$ cat src/rtl/decode_stage.sv
// RV32I decode stage: decodes each accepted instruction into a control bundle
// and queues it in a small valid/ready FIFO in front of register read.
module decode_stage #(
  parameter int ADDRESS_SIZE     = 32,
  parameter int REG_ADDRESS_SIZE = 5,
  parameter int DEPTH            = 2,
  parameter int OP_WIDTH         = 4
) (
  input  logic                        clk,
  input  logic                        rst_n,
  input  logic                        flush,
  input  logic                        in_valid,
  output logic                        in_ready,
  input  logic [ADDRESS_SIZE-1:0]     instruction,
  input  logic [ADDRESS_SIZE-1:0]     pc_in,
  output logic                        out_valid,
  input  logic                        out_ready,
  output logic [ADDRESS_SIZE-1:0]     pc_out,
  output logic [REG_ADDRESS_SIZE-1:0] addr_r1,
  output logic [REG_ADDRESS_SIZE-1:0] addr_r2,
  output logic [REG_ADDRESS_SIZE-1:0] addr_rd,
  output logic                        register_write,
  output logic [ADDRESS_SIZE-1:0]     immediate,
  output logic                        use_immediate,
  output logic [OP_WIDTH-1:0]         alu_op,
  output logic                        mem_read,
  output logic                        mem_write,
  output logic                        branch,
  output logic                        jump,
  output logic                        illegal
);

  localparam int PTR_W = (DEPTH > 1) ? $clog2(DEPTH) : 1;
  localparam int CNT_W = $clog2(DEPTH + 1);
  localparam logic [PTR_W-1:0] LAST_PTR = PTR_W'(DEPTH - 1);
  localparam logic [CNT_W-1:0] FULL_CNT = CNT_W'(DEPTH);

  localparam logic [6:0] OPC_RR    = 7'b0110011;
  localparam logic [6:0] OPC_IR    = 7'b0010011;
  localparam logic [6:0] OPC_LOAD  = 7'b0000011;
  localparam logic [6:0] OPC_STORE = 7'b0100011;
  localparam logic [6:0] OPC_BR    = 7'b1100011;
  localparam logic [6:0] OPC_LUI   = 7'b0110111;
  localparam logic [6:0] OPC_AUIPC = 7'b0010111;
  localparam logic [6:0] OPC_JAL   = 7'b1101111;
  localparam logic [6:0] OPC_JALR  = 7'b1100111;

  typedef struct packed {
    logic [ADDRESS_SIZE-1:0]     pc;
    logic [REG_ADDRESS_SIZE-1:0] r1;
    logic [REG_ADDRESS_SIZE-1:0] r2;
    logic [REG_ADDRESS_SIZE-1:0] rd;
    logic                        reg_write;
    logic [ADDRESS_SIZE-1:0]     imm;
    logic                        use_imm;
    logic [OP_WIDTH-1:0]         alu_op;
    logic                        mem_read;
    logic                        mem_write;
    logic                        branch;
    logic                        jump;
    logic                        illegal;
  } entry_t;

  logic [6:0] opcode;
  logic [2:0] funct3;
  logic [ADDRESS_SIZE-1:0] imm_i;
  logic [ADDRESS_SIZE-1:0] imm_s;
  logic [ADDRESS_SIZE-1:0] imm_b;
  logic [ADDRESS_SIZE-1:0] imm_u;
  logic [ADDRESS_SIZE-1:0] imm_j;

  entry_t decoded;
  entry_t buffer [DEPTH];
  entry_t head;

  logic [PTR_W-1:0] wr_ptr;
  logic [PTR_W-1:0] rd_ptr;
  logic [CNT_W-1:0] count;
  logic push;
  logic pop;

  assign opcode = instruction[6:0];
  assign funct3 = instruction[14:12];

  // Signed casts sign-extend each raw field to the datapath width.
  assign imm_i = ADDRESS_SIZE'($signed(instruction[31:20]));
  assign imm_s = ADDRESS_SIZE'($signed({instruction[31:25], instruction[11:7]}));
  assign imm_b = ADDRESS_SIZE'($signed({instruction[31], instruction[7], instruction[30:25],
                                        instruction[11:8], 1'b0}));
  assign imm_u = ADDRESS_SIZE'($signed({instruction[31:12], 12'b0}));
  assign imm_j = ADDRESS_SIZE'($signed({instruction[31], instruction[19:12], instruction[20],
                                        instruction[30:21], 1'b0}));

  always_comb begin
    decoded    = '0;
    decoded.pc = pc_in;
    decoded.r1 = REG_ADDRESS_SIZE'(instruction[19:15]);
    decoded.r2 = REG_ADDRESS_SIZE'(instruction[24:20]);
    decoded.rd = REG_ADDRESS_SIZE'(instruction[11:7]);
    case (opcode)
      OPC_RR: begin
        decoded.reg_write = 1'b1;
        decoded.alu_op    = OP_WIDTH'({instruction[30], funct3});
      end
      OPC_IR: begin
        decoded.reg_write = 1'b1;
        decoded.use_imm   = 1'b1;
        decoded.imm       = imm_i;
        // Only the shift-right pair uses bit 30 to pick arithmetic vs logical.
        decoded.alu_op    = OP_WIDTH'({(funct3 == 3'b101) & instruction[30], funct3});
      end
      OPC_LOAD: begin
        decoded.reg_write = 1'b1;
        decoded.use_imm   = 1'b1;
        decoded.mem_read  = 1'b1;
        decoded.imm       = imm_i;
      end
      OPC_STORE: begin
        decoded.use_imm   = 1'b1;
        decoded.mem_write = 1'b1;
        decoded.imm       = imm_s;
      end
      OPC_BR: begin
        decoded.branch = 1'b1;
        decoded.imm    = imm_b;
        decoded.alu_op = OP_WIDTH'({1'b0, funct3});
      end
      OPC_LUI, OPC_AUIPC: begin
        decoded.reg_write = 1'b1;
        decoded.use_imm   = 1'b1;
        decoded.imm       = imm_u;
      end
      OPC_JAL: begin
        decoded.reg_write = 1'b1;
        decoded.jump      = 1'b1;
        decoded.use_imm   = 1'b1;
        decoded.imm       = imm_j;
      end
      OPC_JALR: begin
        decoded.reg_write = 1'b1;
        decoded.jump      = 1'b1;
        decoded.use_imm   = 1'b1;
        decoded.imm       = imm_i;
      end
      default: decoded.illegal = 1'b1;
    endcase
    if (instruction[11:7] == 5'd0) decoded.reg_write = 1'b0;
  end

  function automatic logic [PTR_W-1:0] next_ptr(input logic [PTR_W-1:0] ptr);
    return (ptr == LAST_PTR) ? '0 : ptr + 1'b1;
  endfunction

  assign in_ready  = (count != FULL_CNT);
  assign out_valid = (count != '0);
  assign push      = in_valid & in_ready;
  assign pop       = out_valid & out_ready;

  // Flush wins over push and pop; a same-cycle incoming instruction is dropped.
  always_ff @(posedge clk or negedge rst_n) begin
    if (!rst_n) begin
      for (int k = 0; k < DEPTH; k++) buffer[k] <= '0;
      wr_ptr <= '0;
      rd_ptr <= '0;
      count  <= '0;
    end else if (flush) begin
      wr_ptr <= '0;
      rd_ptr <= '0;
      count  <= '0;
    end else begin
      if (push) begin
        buffer[wr_ptr] <= decoded;
        wr_ptr         <= next_ptr(wr_ptr);
      end
      if (pop) rd_ptr <= next_ptr(rd_ptr);
      if (push && !pop)      count <= count + 1'b1;
      else if (pop && !push) count <= count - 1'b1;
    end
  end

  assign head           = buffer[rd_ptr];
  assign pc_out         = head.pc;
  assign addr_r1        = head.r1;
  assign addr_r2        = head.r2;
  assign addr_rd        = head.rd;
  assign register_write = head.reg_write;
  assign immediate      = head.imm;
  assign use_immediate  = head.use_imm;
  assign alu_op         = head.alu_op;
  assign mem_read       = head.mem_read;
  assign mem_write      = head.mem_write;
  assign branch         = head.branch;
  assign jump           = head.jump;
  assign illegal        = head.illegal;

endmodule

$ cat config.mk
export PLATFORM = sky130hd
export DESIGN_NAME = decode_stage
export DESIGN_NICKNAME = d
export VERILOG_FILES = /design/src/rtl/decode_stage.sv
export SDC_FILE = /design/constraint.sdc
export NUM_CORES = 1
export LEC_CHECK = 0
export ABC_AREA = 0
export CAP_MARGIN = 0
export CORE_UTILIZATION = 35
export CTS_CLUSTER_DIAMETER = 200
export DETAILED_ROUTE_END_ITERATION = 10
export PLACE_DENSITY_LB_ADDON = 0.12
export SLEW_MARGIN = 10
export SYNTH_ARGS = -nofsm -noshare
export SYNTH_HDL_FRONTEND = slang
export SYNTH_SLANG_ARGS = --single-unit
$ cat constraint.sdc
create_clock -name clk -period 1.83 [get_ports clk]
set_input_delay 0.183 -clock clk [delete_from_list [all_inputs] [get_ports clk]]
set_output_delay 0.183 -clock clk [all_outputs]
set_load 0.05 [all_outputs]
# Yosys cells after proc, flatten, opt, wreduce, memory -nomap -nowiden
# Cells that the tools add are included.
# word_totals
register_bits,184
input_bits,69
output_inout_bits,92
# classes
addsub,4
n_lt_le_gt_ge,3
eq_ne,11
muxes,25
bitwise,6
reduce_logical,17
# ops
cell,n
$mux 90,4
$bwmux 180,1
$pmux 32 s5,1
$demux 90 s1,1
$eq 7x6->1 const B,3
$eq 7x7->1 const B,3
$eq 7x5->1 const B,2
$mux 1,14
$reduce_or 7->1,2
$pmux 4 s3,1
$reduce_or 9->1,1
$eq 7x2->1 const B,1
$mux 2,3
$reduce_bool 2->1,3
$logic_not 5->1,1
$ge 2x2->1 const B,2
$not 1->2,2
$reduce_or 2->1,2
$and 1x1->1,3
$eq 3x3->1 const B,1
$logic_and 1x1->1,3
$reduce_bool 3->1,1
$reduce_or 3->1,1
$add 1x1->1 const B,2
7 further kinds,8

# Longest topological paths before layout
# Gate-level depths: netlist (run 1).
# depth
depth_word,7
mapped_depth,8
mapped_depth_nobuf,4

# Worst setup path before layout (run 1)
# No wires, ideal clock.
# synth_timing
kind,flip-flop to flip-flop
from,reg count[0]
to,reg buffer[101] (netlist name)
setup_ns,0.136
t_arrival_ns,1.689
t_required_ns,1.694
path_slack_ns,0.005
stages_incl_launch_ff,8
path_cell_list,dfrtp_1 -> nand2b_1 -> buf_2 -> nor4bb_1 -> buf_2 -> buf_2 -> mux2i_1 -> o21ai_0
# synth_between
elab_chain_cells,3
# synth_rtl
element,line_no,text
start: declaration,78,logic [CNT_W-1:0] count;
start signal: assignment,176,if (push && !pop) count <= count + 1'b1;
start signal: assignment,177,else if (pop && !push) count <= count - 1'b1;
$ne 2x2->1,154,assign in_ready = (count != FULL_CNT);
net in_ready,13,"output logic in_ready,"
$and 1x1->1,156,assign push = in_valid & in_ready;
$reduce_and 2->1 (no source line),--,
end signal: indexed assignment,172,buffer[wr_ptr] <= decoded;
end: declaration,73,entry_t buffer [DEPTH];
# The timed path passes the listed nets, and every way through them passes these cells.
# A chain may end at the register's enable or synchronous reset.

# Worst setup path in the final report (run 1)
# layout_timing
from,reg rd_ptr
to,out immediate[11]
# layout_between
elab_chain_cells,4
# layout_rtl
element,line_no,text
start: declaration,77,logic [PTR_W-1:0] rd_ptr;
start signal: assignment,175,if (pop) rd_ptr <= next_ptr(rd_ptr);
$not 1->2 (implied by the code),181,assign head = buffer[rd_ptr];
$mux 90 (implied by the code) (3 in a row),181,
end: declaration,23,"output logic [ADDRESS_SIZE-1:0] immediate,"
# No other way between the ends. The select of a mux whose other input is x is not followed.

==> impl_metrics.tcl, run 1 <==
set metrics [dict create \
    synth_edf_count 0 \
    crit_path_cell_trace "buf_12 > buf_16 > mux2_4 > buf_6" \
    synth_top_area_share_pct 54.2 \
    p_leak_nw 5.75 \
    dieArea_mm2 0.0249 \
    finalHoldViolCount 0 \
    cp_data_arrival_time_ns 1.78 \
    startpoint_type "flop" \
    htree_levels 4 \
    p_int_w 0.00832 \
    grt_pass1_vias 6990 \
    cpPeakStageDelay_ns 0.54 \
    max-vdd-ir-drop_mv 0.593 \
    yosys_warnings 0 \
    grt_pass1_wl_mm 37.6 \
    skew_ns 0.0131 \
    power_density_mw_per_mm2 1070 \
    port_buffers 160 \
    period_minus_slack_ns 1.96 \
    first_pass_iters 4 \
    seqPwrFrac_pct 39.9 \
    r2r_end "buffer[117]" \
    outcome "finished with violations" \
    async_flop_share_pct 100 \
    r2r_slack_ns 0.12 \
    layout_commonest_cell "nand2_1" \
    finalMaxSlewViolations 0 \
    synthCells 884 \
    swShare_pct 35.4 \
    synthFlopType "dfrtp_1" \
    initial_core_util_pct 36.0 \
    worstReg2RegStart "wr_ptr" \
    drt-wirelength-per-cell_um 17.0 \
    synth.area.top_cells "dfrtp_1, nand2_1, mux2_2" \
    worst-setup-path-type "reg -> out" \
    syn_area_per_cell_um2 9.61 \
    antenna_left 0 \
    area_delta_synth_final_pct 41.8 \
    endpoint_kind "output port" \
    ys_seq_area_share_pct 54.2 \
    cts_buffers 17 \
    holdCritPathClass "in -> async" \
    drive_gt1_share_pct 29.8 \
    cp_slowest_cell "dfrtp_4" \
    final_util_pct 51.0 \
    max_freq_mhz 509 \
    drt-vias-per-instance 4.81 \
    routabilityCongestion 0.785 \
    cts_tree "yes" \
    root_buffer "clkbuf_16" \
    rsz0062_at_grt "true" \
    die_y_um 158 \
    worst_slew_pin_slew_ns 0.652 \
    rows 56 \
    required_ns 1.65 \
    dieWidth_um 158 \
    fin_hold_ws_ns 0.232 \
    antenna_cells 0 \
    grt_max_degree 58 \
    setup_slack_ns -0.134 \
    pwr-share-clk_pct 27.8 \
    p_sw_w 0.00455 \
    synth_cell_types 44 \
    overflow 0 \
    drcViolationCount 0 \
    maxCapViolCount 0 \
    via_count 6854 \
    layout.cells.most_common_list "nand2_1, dfrtp_1, buf_6, mux2_2, clkdlybuf4s50_1" \
    violations "setup timing" \
    setup_tns_ns -7.76 \
    clk_path_buf_depth 2 \
    worst-path-max-fanout 11 \
    drt_iter0_drc 246 \
    ios 161 \
    dp_hpwl_mm 15.7 \
    fin_total_pwr_w 0.0129 \
    nets 1161 \
    core-area_mm2 0.0236 \
    finalSetupViolCount 90 \
    p_comb_share_pct 32.2 \
    finalWirelength_mm 24.2 \
    relSlewSlack_pct 56.5 \
    finalCritPeriodShare_pct 107 \
    grt_usage_pct 19.7 \
    yosysTopAreaCell "dfrtp_1" \
    insertion_delay_ns 0.44 \
    ys_ff_latch 184 \
    reg2reg_depth 3 \
    clock_sinks 184 \
    antenna_found_initial 0 \
    clk_pin_slew_ns 0.08 \
    synth_area_mm2 0.00850 \
    mappedNetlistNets 953 \
]
==> critical path: cells and delay by family, from the launching register on <==
| family | cells | cell delay [ns] |
|---|---|---|
| buffers and inverters | 3 | 0.48 |
| DFF | 1 | 0.54 |
| muxes | 1 | 0.32 |
==> flip-flops by register name, indices dropped and copies added (netlist names) <==
| register | count |
|---|---|
| buffer | 180 |
| count | 2 |
| rd_ptr | 1 |
| wr_ptr | 1 |
==> what timing repair did <==
item	CTS	global route
hold buffers	1	0
setup endpoints to repair	104	94
buffers inserted	1	2
cloned	1	7
hold endpoints to repair	34	0
gates resized for setup	50	52
==> synthesized netlist by cell type, types with 2 or more instances <==
cell type  count
a21oi_4        2
dfrtp_1      184
nor2_1        34
o41ai_1        2
nor3_1         8
and3b_1        2
nor2b_1        3
a22o_1         3
and3_1         6
and2_1         2
mux2_2        92
nand2b_1       4
clkbuf_1      35
a211oi_1       2
nand4bb_1      2
nand3b_1       3
a21oi_1       29
xor2_1         2
a221o_2       16
inv_1          3
buf_1          3
o21ai_0       36
buf_2         18
o31ai_1        7
nor4bb_1       2
nand2_1      353
nand4b_1       2
nand3_1        2
mux2i_1       11
a31oi_1        2
==> power groups by stage <==
stage | sequential, W | clock, W | combinational (W)
floorplan | 0.00510 | 0 | 0.00258
global placement | 0.00519 | 0 | 0.00373
detailed placement | 0.00521 | 0 | 0.00376
CTS | 0.00514 | 0.00367 | 0.00395
global route | 0.00523 | 0.00384 | 0.00445
finish | 0.00514 | 0.00358 | 0.00415
==> per-layer routing <==
layer,up-vias,global-route usage (%),share of wire (%)
li1,3359,-,-
met1,3342,27.0,46
met4,0,4.72,1.2
met3,16,3.75,4.3
met5,-,0,0
met2,137,32.1,48
==> per-stage QoR <==
| stage | setup WS, ns | instance area [µm²] | cells |
|---|---|---|---|
| floorplan | 0.00543 | 8500 | 884 |
| global placement | -0.296 | 10900 | 1380 |
| detailed placement | -0.331 | 10900 | 1380 |
| CTS | -0.170 | 11700 | 1415 |
| global route | -0.180 | 12100 | 1424 |
| finish | -0.134 | 12100 | 1424 |
==> layout make-up <==
type	count	area [µm²]
fillers	2231	11600
flip-flops and latches	184	4610
multi-input cells	640	3700
repair buffers	246	2780
clock buffers	20	447
well taps	319	399
clock inverters	12	111
inverters	3	11.3
==> worst max path at each step <==
stage                         from       endpoint  slack [ns]  cells after the start
CTS                         rd_ptr     addr_rd[0]       -0.17                      3
floorplan                 count[0]    buffer[101]       0.005                      7
global route                rd_ptr      pc_out[6]       -0.18                      4
global placement    instruction[2]    buffer[103]       -0.30                      8
detailed placement  instruction[2]    buffer[110]       -0.33                      7
finish                      rd_ptr  immediate[11]       -0.13                      4
==> cell families (layout without fill, tap and decap cells) <==
group / count (synthesis) / count (layout) / share of synthesized area, %
flip-flops: 184 / 184 / 54.2
AND/OR/NAND/NOR: 434 / 434 / 21.1
XOR/XNOR: 2 / 2 / 0.206
buffers and inverters: 60 / 281 / 3.00
multiplexers: 103 / 103 / 13.5
AO/OA/AOI/OAI: 101 / 101 / 7.97
(Power assumes the default switching activity.)
==> inputs of run 2 (changes only) <==
Settings changed: MAX_ROUTING_LAYER set to met4.
==> run 2 against run 1 <==
Compared with the run above: the run still ends with setup timing left; global-route usage rose by 0.57 points; wire length is 0.85% lower; setup slack improved by 0.0052 ns; non-clock buffer count is 1 lower; sequential power about the same; largest cell class unchanged; cell count about the same; largest power group unchanged; clock power about the same.
==> impl_metrics.tcl, run 2 (synthesis results as in run 1) <==
set metrics [dict create \
    finalMaxSlewViolations 0 \
    core-area_mm2 0.0236 \
    worst-path-max-fanout 10 \
    cts_tree "yes" \
    relSlewSlack_pct 56.3 \
    cp_data_arrival_time_ns 1.78 \
    finalSetupViolCount 90 \
    root_buffer "clkbuf_16" \
    routabilityCongestion 0.796 \
    period_minus_slack_ns 1.96 \
    finalWirelength_mm 24.0 \
    stdcell_count 1423 \
    setup_slack_ns -0.128 \
    nets 1160 \
    antenna_cells 0 \
    p_int_w 0.00831 \
    final_cell_area_mm2 0.0120 \
    layout.cells.most_common_list "nand2_1, dfrtp_1, buf_6, mux2_2, clkdlybuf4s50_1" \
    via_count 6861 \
    grt_pass1_vias 6991 \
    dieArea_mm2 0.0249 \
    worst_slew_pin_slew_ns 0.656 \
    grt_max_degree 58 \
    antenna_found_initial 0 \
    overflow 0 \
    max-vdd-ir-drop_mv 0.592 \
    power_density_mw_per_mm2 1070 \
    die_y_um 158 \
    place_area_mm2 0.0109 \
    outcome "finished with violations" \
    layout_commonest_cell "nand2_1" \
    required_ns 1.65 \
    grt_pass1_wl_mm 37.6 \
    startpoint_type "flop" \
    use_met1_pct 26.9 \
    swShare_pct 35.3 \
    area_delta_synth_final_pct 41.5 \
    dieWidth_um 158 \
    rows 56 \
    clock_sinks 184 \
    clk_pin_slew_ns 0.07 \
    insertion_delay_ns 0.43 \
    max_freq_mhz 511 \
    worst-setup-path-type "reg -> out" \
    reg_top3 "buffer (180), count (2)" \
    endpoint_kind "output port" \
    violations "setup timing" \
    drt-vias-per-instance 4.82 \
    final_util_pct 50.9 \
    drt_iter0_drc 253 \
    n_fill_cell 2230 \
    p_sw_w 0.00453 \
    numPlacedInstances 1380 \
    finalCritPeriodShare_pct 107 \
    grt.met2_usage_pct 32.3 \
    p_comb_share_pct 32.2 \
    cts_buffers 17 \
    dp_hpwl_mm 15.7 \
    finalHoldViolCount 0 \
    grt_usage_pct 20.3 \
    drcViolationCount 0 \
    drt-wirelength-per-cell_um 16.9 \
    holdCritPathClass "in -> async" \
    top_register "buffer" \
    port_buffers 160 \
    skew_ns 0.0126 \
    pwr-share-clk_pct 27.8 \
    first_pass_iters 5 \
    clk_path_buf_depth 2 \
    initial_core_util_pct 36.0 \
    p_leak_nw 5.74 \
    rsz0062_at_grt "true" \
    htree_levels 4 \
    seqPwrFrac_pct 40.0 \
    ios 161 \
    drive_gt1_share_pct 29.7 \
    maxCapViolCount 0 \
    largest_register_ffs 180 \
    grt_util_met3_pct 3.70 \
    grt_most_used_layer "met2" \
    antenna_left 0 \
]
==> run 2: cell types whose count changed in the layout (fill, tap and decap cells not counted) <==
cell / delta
mux2_2: +1
mux2_4: -1
buf_8: -1
buf_12: -1
buf_6: +1
==> run 2: path summary, 6_finish.rpt <==
| kind | cells past startpoint | start | slack [ns] | endpoint |
|---|---|---|---|---|
| max in group asynchronous | 3 | rst_n | 0.93 | buffer[120] |
| max | 4 | rd_ptr | -0.13 | addr_r1[0] |
| min reg2reg | 2 | buffer[55] | 0.47 | buffer[55] |
| max reg2reg | 3 | wr_ptr | 0.12 | buffer[117] |
| min | 2 | rst_n | 0.23 | buffer[7] |
| min in group clk | 3 | pc_in[11] | 0.31 | buffer[69] |
==> run 2: area by class of cell <==
type | count | area [µm²] | area share (%)
Multi-Input combinational cell | 640 | 3690 | 30.7
Inverter | 3 | 11.3 | 0.0937
Clock inverter | 12 | 111 | 0.926
Tap cell | 319 | 399 | 3.32
Clock buffer | 20 | 447 | 3.72
Sequential cell | 184 | 4610 | 38.3
Timing Repair Buffer | 245 | 2750 | 22.9
==> run 2: through the flow <==
step	worst slack (ns)	hold WS, ns	TNS, ns	power (W)
6_report	-0.128	0.229	-7.15	0.0128
5_1_grt	-0.177	0.274	-11.79	0.0135
4_1_cts	-0.170	0.239	-10.29	0.0128
3_5_place_dp	-0.331	0.138	-15.47	0.00896
3_3_place_gp	-0.296	0.135	-14.93	0.00892
2_1_floorplan	0.00543	-0.113	0	0.00768
==> run 2: critical path: stages, from the launching register on <==
cell and delay (ns):
dfrtp_4 0.48, buf_12 0.17, clkbuf_16 0.19, mux2_2 0.35, buf_6 0.16
==> run 2: layer usage <==
layer / share of wire [%] / vias to the layer above
met2: 48 / 141
met5: 0 / -
met3: 4.1 / 17
li1: - / 3353
met4: 1.3 / 0
met1: 47 / 3350
==> run 2: what timing repair did <==
item,CTS,global route
hold buffers,1,0
buffers inserted,1,2
endpoints found under the hold margin,34,0
gates resized for setup,50,51
gates cloned,1,6
setup endpoints to repair,104,94
==> run 2: power groups by stage <==
stage	combinational, W	sequential, W	clock [W]
2_1_floorplan	0.00258	0.00510	0
3_3_place_gp	0.00373	0.00519	0
3_5_place_dp	0.00376	0.00521	0
4_1_cts	0.00395	0.00514	0.00367
5_1_grt	0.00444	0.00523	0.00384
6_report	0.00413	0.00514	0.00357
==> inputs of run 3 (changes only) <==
Settings changed: CORE_MARGIN set to 5.
==> run 3 against run 2 <==
Compared with the run above: the run still ends with setup timing left; maximum frequency grew 2.4%; count of clock-buffer cells in the layout decreased by 2; cell count increased by 0.56%; utilization down 1.3 points; combinational power hardly changed; clock skew rose by 0.0014 ns; non-clock buffer count is 5 higher; first-iteration DRC count increased by 25%; critical endpoint is now mem_read.
==> impl_metrics.tcl, run 3 (synthesis results as in run 1) <==
set metrics [dict create \
    outcome "finished with violations" \
    violations "setup timing" \
    dieArea_mm2 0.0275 \
    swShare_pct 35.3 \
    initial_core_util_pct 35.2 \
    finalWirelength_mm 24.9 \
    via_count 6869 \
    clk_pin_slew_ns 0.07 \
    antenna_found_initial 0 \
    seqPwrFrac_pct 40.4 \
    fin_hold_ws_ns 0.250 \
    relSlewSlack_pct 54.2 \
    skew_ns 0.0140 \
    setup_slack_ns -0.0816 \
    startpoint_type "flop" \
    nets 1165 \
    top_register "buffer" \
    worst-path-max-fanout 19 \
    ios 161 \
    largest_register_ffs 180 \
    final_util_pct 49.6 \
    grt_pass1_vias 7248 \
    place_ws_ns -0.318 \
    stdcell_count 1431 \
    numPlacedInstances 1389 \
    clock_sinks 184 \
    finalSetupViolCount 90 \
    p_comb_share_pct 32.6 \
    layout_commonest_cell "nand2_1" \
    routabilityCongestion 0.825 \
    rsz0062_at_grt "true" \
    drcViolationCount 0 \
    power_density_mw_per_mm2 1060 \
    drive_gt1_share_pct 30.0 \
    finalHoldViolCount 0 \
    endpoint_kind "output port" \
    port_buffers 160 \
    cts_tree "yes" \
    antenna_cells 0 \
    worst-setup-path-type "reg -> out" \
    die_y_um 166 \
    max-vdd-ir-drop_mv 0.560 \
    setup_tns_ns -4.91 \
    root_buffer "clkbuf_16" \
    max_freq_mhz 523 \
    cp_data_arrival_time_ns 1.73 \
    pwr-share-clk_pct 27.0 \
    layout.cells.most_common_list "nand2_1, dfrtp_1, buf_6, mux2_2" \
    n_fill_cell 2308 \
    first_pass_iters 4 \
    grt_usage_pct 18.8 \
    dieWidth_um 166 \
    worst_slew_pin_slew_ns 0.684 \
    rows 57 \
    insertion_delay_ns 0.44 \
    drt_iter0_drc 316 \
    finalMaxSlewViolations 0 \
    cts_buffers 17 \
    drt-vias-per-instance 4.80 \
    overflow 0 \
    required_ns 1.65 \
    dp_hpwl_mm 16.9 \
    period_minus_slack_ns 1.91 \
    clk_path_buf_depth 2 \
    htree_levels 4 \
    finalCritPeriodShare_pct 104 \
    p_sw_w 0.00449 \
    holdCritPathClass "in -> async" \
    reg_top3 "buffer (180), count (2)" \
    grt_max_degree 47 \
    antenna_left 0 \
    area_delta_synth_final_pct 40.7 \
    p_int_w 0.00821 \
    p_leak_nw 5.71 \
    maxCapViolCount 0 \
    drt-wirelength-per-cell_um 17.4 \
    core-area_mm2 0.0241 \
    grt_pass1_wl_mm 40.7 \
]
run 3: timing repair:
action / in CTS / in global routing
hold buffers: 1 / 0
setup buffers: 6 / 0
gates resized for setup: 100 / 6
setup endpoints to repair: 99 / 169
hold endpoints to repair: 35 / 0
cloned: 4 / 2
run 3: layout make-up:
type | count | area, µm² | area share, %
Multi-Input combinational cell | 640 | 3700 | 30.9
Timing Repair Buffer | 250 | 2710 | 22.7
Clock inverter | 12 | 92.6 | 0.774
Tap cell | 324 | 405 | 3.39
Inverter | 3 | 11.3 | 0.0942
Sequential cell | 184 | 4610 | 38.5
Clock buffer | 18 | 429 | 3.59
run 3: power by group through the flow:
stage	combinational, W	sequential [W]	clock, W
floorplan	0.00258	0.00510	0
global placement	0.00374	0.00519	0
detailed placement	0.00376	0.00521	0
CTS	0.00417	0.00513	0.00353
global route	0.00444	0.00522	0.00368
finish	0.00413	0.00513	0.00343
run 3: worst paths after layout:
check                            start           to  slack, ns  cells after the start
max in group asynchronous        rst_n  buffer[133]       0.83                      3
min                              rst_n  buffer[166]       0.25                      2
min reg2reg                buffer[174]  buffer[174]       0.47                      2
max reg2reg                   count[0]  buffer[159]       0.19                      5
max                             rd_ptr     mem_read      -0.08                      3
min in group clk              pc_in[6]   buffer[64]       0.30                      3
run 3: critical path, cell delays in order (launching register included):
cell and delay, ns:
dfrtp_4 0.47, buf_6 0.25, mux2_2 0.41, buf_6 0.17
run 3: metrics by stage:
step                cell area (µm²)  power, W
floorplan                      8500   0.00768
global placement              10800   0.00893
detailed placement            10800   0.00897
CTS                           11900    0.0128
global route                  12000    0.0133
finish                        12000    0.0127
run 3: routing by layer:
metal  GRT usage [%]  part of all wire (%)
met1            26.5                    50
met2            28.9                    46
met3            2.74                   2.9
met5               -                     0
met4            4.27                   1.0
